--- src/rtl/ctrlport_req_arbiter_pkg.sv ---
// rtl/ctrlport_req_arbiter_pkg.sv - shared constants and types for the ControlPort request arbiter
package ctrlport_req_arbiter_pkg;

    localparam logic [1:0] CTRL_STS_OKAY   = 2'b00;
    localparam logic [1:0] CTRL_STS_CMDERR = 2'b01;

    typedef enum logic [1:0] {
        ST_IDLE  = 2'd0,
        ST_ISSUE = 2'd1,
        ST_WAIT  = 2'd2
    } arb_state_t;

    // A single-port build still needs a one-bit index.
    function automatic int idx_width(input int n);
        return (n > 1) ? $clog2(n) : 1;
    endfunction

endpackage

--- src/rtl/ctrlport_rr_select.sv ---
// rtl/ctrlport_rr_select.sv - combinational round-robin pick of the next pending port after last_grant
module ctrlport_rr_select
    import ctrlport_req_arbiter_pkg::*;
#(
    parameter int NUM_PORTS = 2
) (
    input  logic [NUM_PORTS-1:0]            pending,
    input  logic [idx_width(NUM_PORTS)-1:0] last_grant,
    output logic                            valid,
    output logic [idx_width(NUM_PORTS)-1:0] grant
);
    localparam int IDX_W = idx_width(NUM_PORTS);
    localparam logic [IDX_W:0] PORTS_W = (IDX_W + 1)'(NUM_PORTS);

    logic [IDX_W:0] cand;

    // One spare bit lets last_grant + offset wrap with a single subtract.
    always_comb begin
        valid = 1'b0;
        grant = '0;
        cand  = '0;
        for (int off = 1; off <= NUM_PORTS; off++) begin
            cand = {1'b0, last_grant} + (IDX_W + 1)'(off);
            if (cand >= PORTS_W) begin
                cand = cand - PORTS_W;
            end
            if (!valid && pending[cand[IDX_W-1:0]]) begin
                valid = 1'b1;
                grant = cand[IDX_W-1:0];
            end
        end
    end

endmodule

--- src/rtl/ctrlport_req_arbiter.sv ---
// rtl/ctrlport_req_arbiter.sv - shares one ControlPort master between single-request masters
module ctrlport_req_arbiter
    import ctrlport_req_arbiter_pkg::*;
#(
    parameter int NUM_PORTS      = 2,
    parameter int TIMEOUT_CYCLES = 1024
) (
    input  logic                      ctrlport_clk,
    input  logic                      ctrlport_rst_n,
    input  logic [NUM_PORTS-1:0]      s_ctrlport_req_wr,
    input  logic [NUM_PORTS-1:0]      s_ctrlport_req_rd,
    input  logic [20*NUM_PORTS-1:0]   s_ctrlport_req_addr,
    input  logic [32*NUM_PORTS-1:0]   s_ctrlport_req_data,
    input  logic [4*NUM_PORTS-1:0]    s_ctrlport_req_byte_en,
    output logic [NUM_PORTS-1:0]      s_ctrlport_resp_ack,
    output logic [2*NUM_PORTS-1:0]    s_ctrlport_resp_status,
    output logic [32*NUM_PORTS-1:0]   s_ctrlport_resp_data,
    output logic                      m_ctrlport_req_wr,
    output logic                      m_ctrlport_req_rd,
    output logic [19:0]               m_ctrlport_req_addr,
    output logic [31:0]               m_ctrlport_req_data,
    output logic [3:0]                m_ctrlport_req_byte_en,
    input  logic                      m_ctrlport_resp_ack,
    input  logic [1:0]                m_ctrlport_resp_status,
    input  logic [31:0]               m_ctrlport_resp_data,
    output logic [NUM_PORTS-1:0]      drop_pulse,
    output logic                      timeout_pulse
);
    localparam int IDX_W = idx_width(NUM_PORTS);
    localparam int CNT_W = $clog2(TIMEOUT_CYCLES);
    localparam logic [CNT_W-1:0] CNT_LAST = CNT_W'(TIMEOUT_CYCLES - 1);

    arb_state_t           state;
    logic [NUM_PORTS-1:0] pending;
    logic [NUM_PORTS-1:0] slot_wr;
    logic [19:0]          slot_addr    [NUM_PORTS];
    logic [31:0]          slot_data    [NUM_PORTS];
    logic [3:0]           slot_byte_en [NUM_PORTS];
    logic [IDX_W-1:0]     last_grant;
    logic [IDX_W-1:0]     rr_grant;
    logic                 rr_valid;
    logic [CNT_W-1:0]     wait_cnt;

    ctrlport_rr_select #(.NUM_PORTS(NUM_PORTS)) u_rr_select (
        .pending    (pending),
        .last_grant (last_grant),
        .valid      (rr_valid),
        .grant      (rr_grant)
    );

    always_ff @(posedge ctrlport_clk or negedge ctrlport_rst_n) begin
        if (!ctrlport_rst_n) begin
            state                  <= ST_IDLE;
            pending                <= '0;
            slot_wr                <= '0;
            last_grant             <= IDX_W'(NUM_PORTS - 1);
            wait_cnt               <= '0;
            s_ctrlport_resp_ack    <= '0;
            s_ctrlport_resp_status <= '0;
            s_ctrlport_resp_data   <= '0;
            m_ctrlport_req_wr      <= 1'b0;
            m_ctrlport_req_rd      <= 1'b0;
            m_ctrlport_req_addr    <= '0;
            m_ctrlport_req_data    <= '0;
            m_ctrlport_req_byte_en <= '0;
            drop_pulse             <= '0;
            timeout_pulse          <= 1'b0;
            for (int i = 0; i < NUM_PORTS; i++) begin
                slot_addr[i]    <= '0;
                slot_data[i]    <= '0;
                slot_byte_en[i] <= '0;
            end
        end else begin
            s_ctrlport_resp_ack    <= '0;
            s_ctrlport_resp_status <= '0;
            s_ctrlport_resp_data   <= '0;
            m_ctrlport_req_wr      <= 1'b0;
            m_ctrlport_req_rd      <= 1'b0;
            drop_pulse             <= '0;
            timeout_pulse          <= 1'b0;

            // A write wins when a port raises wr and rd together.
            for (int i = 0; i < NUM_PORTS; i++) begin
                if (s_ctrlport_req_wr[i] || s_ctrlport_req_rd[i]) begin
                    if (pending[i]) begin
                        drop_pulse[i] <= 1'b1;
                    end else begin
                        pending[i]      <= 1'b1;
                        slot_wr[i]      <= s_ctrlport_req_wr[i];
                        slot_addr[i]    <= s_ctrlport_req_addr[20*i +: 20];
                        slot_data[i]    <= s_ctrlport_req_data[32*i +: 32];
                        slot_byte_en[i] <= s_ctrlport_req_byte_en[4*i +: 4];
                    end
                end
            end

            case (state)
                ST_IDLE: begin
                    if (rr_valid) begin
                        last_grant             <= rr_grant;
                        m_ctrlport_req_wr      <= slot_wr[rr_grant];
                        m_ctrlport_req_rd      <= ~slot_wr[rr_grant];
                        m_ctrlport_req_addr    <= slot_addr[rr_grant];
                        m_ctrlport_req_data    <= slot_data[rr_grant];
                        m_ctrlport_req_byte_en <= slot_byte_en[rr_grant];
                        state                  <= ST_ISSUE;
                    end
                end
                ST_ISSUE: begin
                    wait_cnt <= '0;
                    state    <= ST_WAIT;
                end
                ST_WAIT: begin
                    // An ack landing on the expiry cycle still counts as a real response.
                    if (m_ctrlport_resp_ack) begin
                        s_ctrlport_resp_ack[last_grant]             <= 1'b1;
                        s_ctrlport_resp_status[2*last_grant +: 2]   <= m_ctrlport_resp_status;
                        s_ctrlport_resp_data[32*last_grant +: 32]   <= m_ctrlport_resp_data;
                        pending[last_grant]                         <= 1'b0;
                        state                                       <= ST_IDLE;
                    end else if (wait_cnt == CNT_LAST) begin
                        s_ctrlport_resp_ack[last_grant]             <= 1'b1;
                        s_ctrlport_resp_status[2*last_grant +: 2]   <= CTRL_STS_CMDERR;
                        timeout_pulse                               <= 1'b1;
                        pending[last_grant]                         <= 1'b0;
                        state                                       <= ST_IDLE;
                    end else begin
                        wait_cnt <= wait_cnt + 1'b1;
                    end
                end
                default: state <= ST_IDLE;
            endcase
        end
    end

endmodule

--- config.mk ---
export PLATFORM = sky130hd
export DESIGN_NAME = ctrlport_req_arbiter
export DESIGN_NICKNAME = d
export VERILOG_FILES = /design/src/rtl/ctrlport_req_arbiter_pkg.sv /design/src/rtl/ctrlport_rr_select.sv /design/src/rtl/ctrlport_req_arbiter.sv
export SDC_FILE = /design/constraint.sdc
export NUM_CORES = 1
export LEC_CHECK = 0
export ABC_AREA = 1
export CAP_MARGIN = 15
export CORE_MARGIN = 1
export CORE_UTILIZATION = 48
export DETAILED_ROUTE_END_ITERATION = 16
export PLACE_DENSITY_LB_ADDON = 0.05
export REMOVE_ABC_BUFFERS = 1
export SETUP_SLACK_MARGIN = 0.1
export SYNTH_ARGS = -nofsm -noshare
export SYNTH_HDL_FRONTEND = slang
export SYNTH_HIERARCHICAL = 1
export SYNTH_SLANG_ARGS = --single-unit
--- constraint.sdc ---
create_clock -name ctrlport_clk -period 1.9 [get_ports ctrlport_clk]
set_input_delay 0.285 -clock ctrlport_clk [delete_from_list [all_inputs] [get_ports ctrlport_clk]]
set_output_delay 0.285 -clock ctrlport_clk [all_outputs]
set_load 0.02 [all_outputs]
### Word level (Yosys, flattened, before mapping)

Cells that the tools add are included.
W data, S select, Z words.

| storage, ports and cells | value |
|---|---|
| output and inout bits | 131 |
| memory bits (read-only) | 0 |
| register bits | 260 |
| bits in writable memories | 0 |
| memories kept | 0 |
| latch bits | 0 |

| cells by class | value |
|---|---|
| equal/unequal tests | 7 |
| multiply operators | 0 |
| bitwise logic cells | 9 |
| add/sub/neg operators | 7 |
| mux-type cells | 54 |
| shifts and indexed selects | 5 |
| div/mod/pow operators | 0 |
| reductions and logical operators | 12 |
| order comparisons | 8 |

Operator list:

| cell | number |
|---|---|
| $mux W64 | 2 |
| $mux W32 | 3 |
| $and A64 B64 Y64 | 1 |
| $shift A32 B34 Y64 const A | 1 |
| $shiftx A32 B34 Y64 | 1 |
| $mux W20 | 3 |
| $neg A2 Y34 | 1 |
| $neg A6 Y34 | 1 |
| $shift A2 B34 Y4 const A | 1 |
| $shiftx A2 B34 Y4 | 1 |
| $shiftx A2 B34 Y4 const A | 1 |
| $mux W1 | 26 |
| $mux W4 | 6 |
| $mux W10 | 2 |
| $pmux W10 S2 | 1 |
| $mux W2 | 9 |
| $add A10 B1 Y10 const B | 1 |
| $eq A10 B10 Y1 const B | 1 |
| $and A4 B4 Y4 | 2 |
| $lt A1 B2 Y1 const B | 4 |
| $reduce_and A2 Y1 | 4 |
| $ge A2 B2 Y1 const B | 3 |
| $ne A2 B2 Y1 const B | 3 |
| $pmux W2 S3 | 1 |
| other kinds (18) | 23 |

### Logic depth before layout (Yosys ltp)

| logic depth | value |
|---|---|
| depth after elaboration | 14 |
| depth in mapped cells | 8 |

### Hierarchy

Netlist, hierarchy kept.

Modules (own cells, without submodules):

| module | instances | area each (um2) | cells an instance |
|---|---|---|---|
| ctrlport_req_arbiter | 1 | 10121.0 | 867 |
| ctrlport_rr_select | 1 | 15.0 | 3 |

### Worst setup path after synthesis

Ideal clock, no wire load.

| timing path | value |
|---|---|
| path kind | register -> register |
| start | register last_grant |
| end | register m_ctrlport_req_byte_en[2] |
| stages on the path, launching flop included | 7 |
| path slack | 0.468 ns |
| arrival time | 1.350 ns |
| path buffers | 2 |
| data required time | 1.818 ns |
| cell sequence | dfstp_2 > a21oi_1 > inv_1 > buf_4 > clkbuf_1 > nand2_1 > a31oi_1 |

| between the ends | value |
|---|---|
| cells in the longest elaborated chain, start to end | 13 |

Ends and longest elaborated chain:

| item | line | text |
|---|---|---|
| from (decl) | ctrlport_req_arbiter.sv:39 | `logic [IDX_W-1:0] last_grant;` |
| from (signal assigned) | ctrlport_req_arbiter.sv:56 | `last_grant <= IDX_W'(NUM_PORTS - 1);` |
| from (signal assigned) | ctrlport_req_arbiter.sv:100 | `last_grant <= rr_grant;` |
| $add A1 B1 Y2 | ctrlport_rr_select.sv:23 | `cand = {1'b0, last_grant} + (IDX_W + 1)'(off);` |
| $ge A2 B2 Y1 / $sub A1 B1 Y1 (equally long branches) | ctrlport_rr_select.sv:24, ctrlport_rr_select.sv:25 |  |
| $mux W1 | ctrlport_rr_select.sv:24 | `if (cand >= PORTS_W) begin` |
| $mux W1 (not written as such) (2 in a row) | ctrlport_rr_select.sv:27 | `if (!valid && pending[cand[IDX_W-1:0]]) begin` |
| $mux W1 | ctrlport_rr_select.sv:27 |  |
| $logic_not A1 Y1 | ctrlport_rr_select.sv:27 |  |
| $logic_and A1 B1 Y1 | ctrlport_rr_select.sv:27 |  |
| $mux W1 * | ctrlport_rr_select.sv:27 |  |
| named net rr_grant | ctrlport_req_arbiter.sv:40 | `logic [IDX_W-1:0] rr_grant;` |
| $not A1 Y2 (not written as such) * | ctrlport_req_arbiter.sv:105 | `m_ctrlport_req_byte_en <= slot_byte_en[rr_grant];` |
| $mux W4 (not written as such) * (3 in a row) | ctrlport_req_arbiter.sv:105 |  |
| to (signal assigned) | ctrlport_req_arbiter.sv:105 |  |
| to (decl) | ctrlport_req_arbiter.sv:22 | `output logic [3:0] m_ctrlport_req_byte_en,` |

Mark *: on every way through the listed nets, which the timed path passes. The rest lies on a longest branch. The select of a mux whose other input is x is not followed.
A chain may end at the register's enable or synchronous reset.

### Worst setup path in the final report

| timing path | value |
|---|---|
| start | register s_ctrlport_resp_data[17] |
| end | output s_ctrlport_resp_data[17] |

RTL lines:

| item | line | text |
|---|---|---|
| from (decl) | ctrlport_req_arbiter.sv:17 | `output logic [32*NUM_PORTS-1:0] s_ctrlport_resp_data,` |
| from (signal, indexed assignment) | ctrlport_req_arbiter.sv:118 | `s_ctrlport_resp_data[32*last_grant +: 32] <= m_ctrlport_resp_data;` |

No word-level cell between the ends.

==> summary.txt <==
status -> completed
pwr/cell area -> 1540 nW/µm²
CTS Sinks -> 260
Clk pin slew, worst setup/hold paths -> 60 ps
Final Skew -> 10.82 ps
CTS HTree Levels -> 1
ANT nets after route -> 0
sequential-to-total area share from yosys stat -> 64.20%
pre-CTS WS -> 101.6 ps
Port Buffers -> 283
I/O pin count -> 284
maximum clock rate -> 566.1 MHz
clock buffer depth -> 3
Starting Density -> 49.46%
nets -> 1305
mux share of post-synthesis cell area -> 12.67%
largest net degree at the start of global routing -> 114
RSZ-0062 raised after global routing -> no
Crit path arrival time -> 1480 ps
Pwr Total -> 21980 µW
Mapped Cells -> 870
largest family of logic cells by synthesized area -> simple AND/OR/NAND/NOR gates
Placer Congestion -> 0.7405
Post-Synth Simple-Gate Area -> 13.65%
Adder-Cell Fraction of Synth Area -> 0.1234%
total CTS buffers -> 28
TritonRoute pass-1 iters -> 4
DRT iter0 DRCs -> 324
first-pass GRT wire length -> 39.73 mm
Startpoint Class -> register
crit-path cells -> clkdlybuf4s50_1
Yosys top cell by area -> dfrtp_1
endpoints failing hold -> 0
DRC -> 0
vias -> 7234
initial antenna violation count -> 0
area grow syn2layout -> 40.80%
synthesized area -> 10140 µm²
final setup violation count -> 0
Root Buffer -> clkbuf_16
Avg Vias per Cell -> 5.017
Synth Area in XOR/XNOR -> 0.08641%
Post-Route WL -> 24.79 mm
max-cap viol count -> 0
Slowest-stage cell, CP -> clkdlybuf4s50_1
ranking of synthesized cells by area -> dfrtp_1, mux2_2, nand2_1
worst slew pin tran -> 523.0 ps
worst hold path class -> in2async
floorplan core area -> 20490 µm²
worst setup margin -> 133.5 ps
YS warnings -> 6
Slew headroom -> 65.13%
syn avg cell area -> 11.65 µm²
period utilisation layout -> 92.98%
CTS tree -> done
Die Ht -> 147.3 µm
number of synthesized register bits -> 260
number of cell rows -> 52
routed len/inst -> 17.19 µm
gr usage total -> 23.40%
CP max FO -> 1
Congestion Overflow GR -> 0
library cells used by synthesis -> 34
vias in the first global route -> 7454
Die Area -> 21700 µm²
CP top delay family -> buffers and inverters
WP data required -> 1620 ps
post-detail-place hpwl -> 16.74 mm
share of layout cells above drive strength 1 -> 16.55%
crit-path max cell delay -> 630 ps
diodes inserted -> 0
Worst Setup Path Type -> reg2out
Die W -> 147.3 µm
VDD IR max -> 0.001218 V
Crit. End Element -> output pin
post-synthesis compound-gate area fraction -> 4.160%
Pins Over Slew Limit -> 0
Worst Path Buf+Inv -> 1
clock latency on the worst-skew pair -> 530 ps
area share of the largest cell type after synthesis -> 63.94%
leakage power -> 0.006778 µW
post-layout min period -> 1767 ps
placed cells by master (no fill, tap or decap), types with 2 or more instances in the layout:
cell type,instances
a31oi_1,56
buf_12,11
buf_4,7
clkbuf_1,9
clkbuf_16,29
clkbuf_8,10
clkdlybuf4s50_1,229
clkinv_2,3
dfrtp_1,259
dlygate4sd2_1,24
dlymetal6s2s_1,29
inv_1,51
inv_2,2
mux2_2,114
nand2_1,152
nand2_2,2
nand3_1,13
nand3_2,2
nor2_1,74
nor2_4,3
nor3_1,67
o21ai_0,3
o21ai_1,2
o21ai_4,2
layout make-up:
class	instances	area, µm²
inverters	54	203.9
well taps	270	337.8
repair buffers	302	3163
flip-flops and latches	260	6507
multi-input cells	505	3144
fillers	1555	6223
clock inverters	3	17.52
clock buffers	48	897.1
sequential cells by signal, summed over array words and instances (netlist names):
name,flops
s_ctrlport_resp_data,64
slot_data,64
slot_addr,40
m_ctrlport_req_data,32
m_ctrlport_req_addr,20
wait_cnt,10
slot_byte_en,8
m_ctrlport_req_byte_en,4
s_ctrlport_resp_status,4
drop_pulse,2
pending,2
s_ctrlport_resp_ack,2
slot_wr,2
state,2
last_grant,1
m_ctrlport_req_rd,1
m_ctrlport_req_wr,1
timeout_pulse,1
timing repair:
item | in CTS | in global routing
gates resized for setup | 24 | 29
endpoints found under the setup margin | 24 | 29
buffers inserted | 0 | 0
hold buffers | 1 | 0
endpoints found under the hold margin | 259 | 0
metal layers:
metal	GRT usage [%]	wire (µm)	up-vias
met2	38.61	11730	233
met4	5.155	436	0
met1	30.54	10600	3518
met5	0	0	-
met3	7.019	2024	36
li1	-	-	3447
per-stage QoR:
stage                     util [%]  instance area (µm²)  hold WS, ps  setup TNS [ps]  cells
after detailed placement     64.91                13300        147.2               0   1390
after global routing         69.63                14270        199.2               0   1442
after CTS                    69.28                14200        187.3               0   1442
final                        69.63                14270        195.9               0   1442
after floorplan                  -                 9821       -10.59         -313850    819
after global placement       64.91                13300        145.6               0   1390
kinds of logic after synthesis:
kind of cell	after synthesis
fa+ha+maj	1
flops	260
compound gates	68
xor+xnor	1
buf+inv	105
mux	114
simple gates	321
power by group:
part | internal (µW) | total, µW | switching [µW]
Combinational | 3640 | 8080 | 4430
Clock | 3180 | 5250 | 2070
Sequential | 7660 | 8660 | 1010
Total | 14500 | 22000 | 7510
Yosys cell counts, drive strengths merged:
cell and count:
a21boi 1, dfrtp 259, nand3b 1, mux2 114, o21bai 1, o21ai 8
inv 54, o21a 1, nand3 16, a21oi 1, nor3b 1, xor2 1
nor3 67, nand2 155, or2 2, nor2 78, ha 1, clkbuf 20
dfstp 1, buf 31, a31oi 56, nand4 1
final timing paths:
| kind | slack, ps | startpoint | cells after the start | endpoint |
|---|---|---|---|---|
| max | 130 | s_ctrlport_resp_data[17] | 1 | s_ctrlport_resp_data[17] |
| min | 200 | ctrlport_rst_n | 2 | m_ctrlport_req_addr[16] |
| max reg2reg | 290 | wait_cnt[0] | 8 | wait_cnt[4] |
| min reg2reg | 500 | slot_addr[39] | 1 | slot_addr[39] |
| max in group asynchronous | 1040 | ctrlport_rst_n | 3 | s_ctrlport_resp_data[60] |
| min in group ctrlport_clk | 310 | m_ctrlport_resp_data[0] | 3 | s_ctrlport_resp_data[0] |
Power figures use the tool's default switching activity.
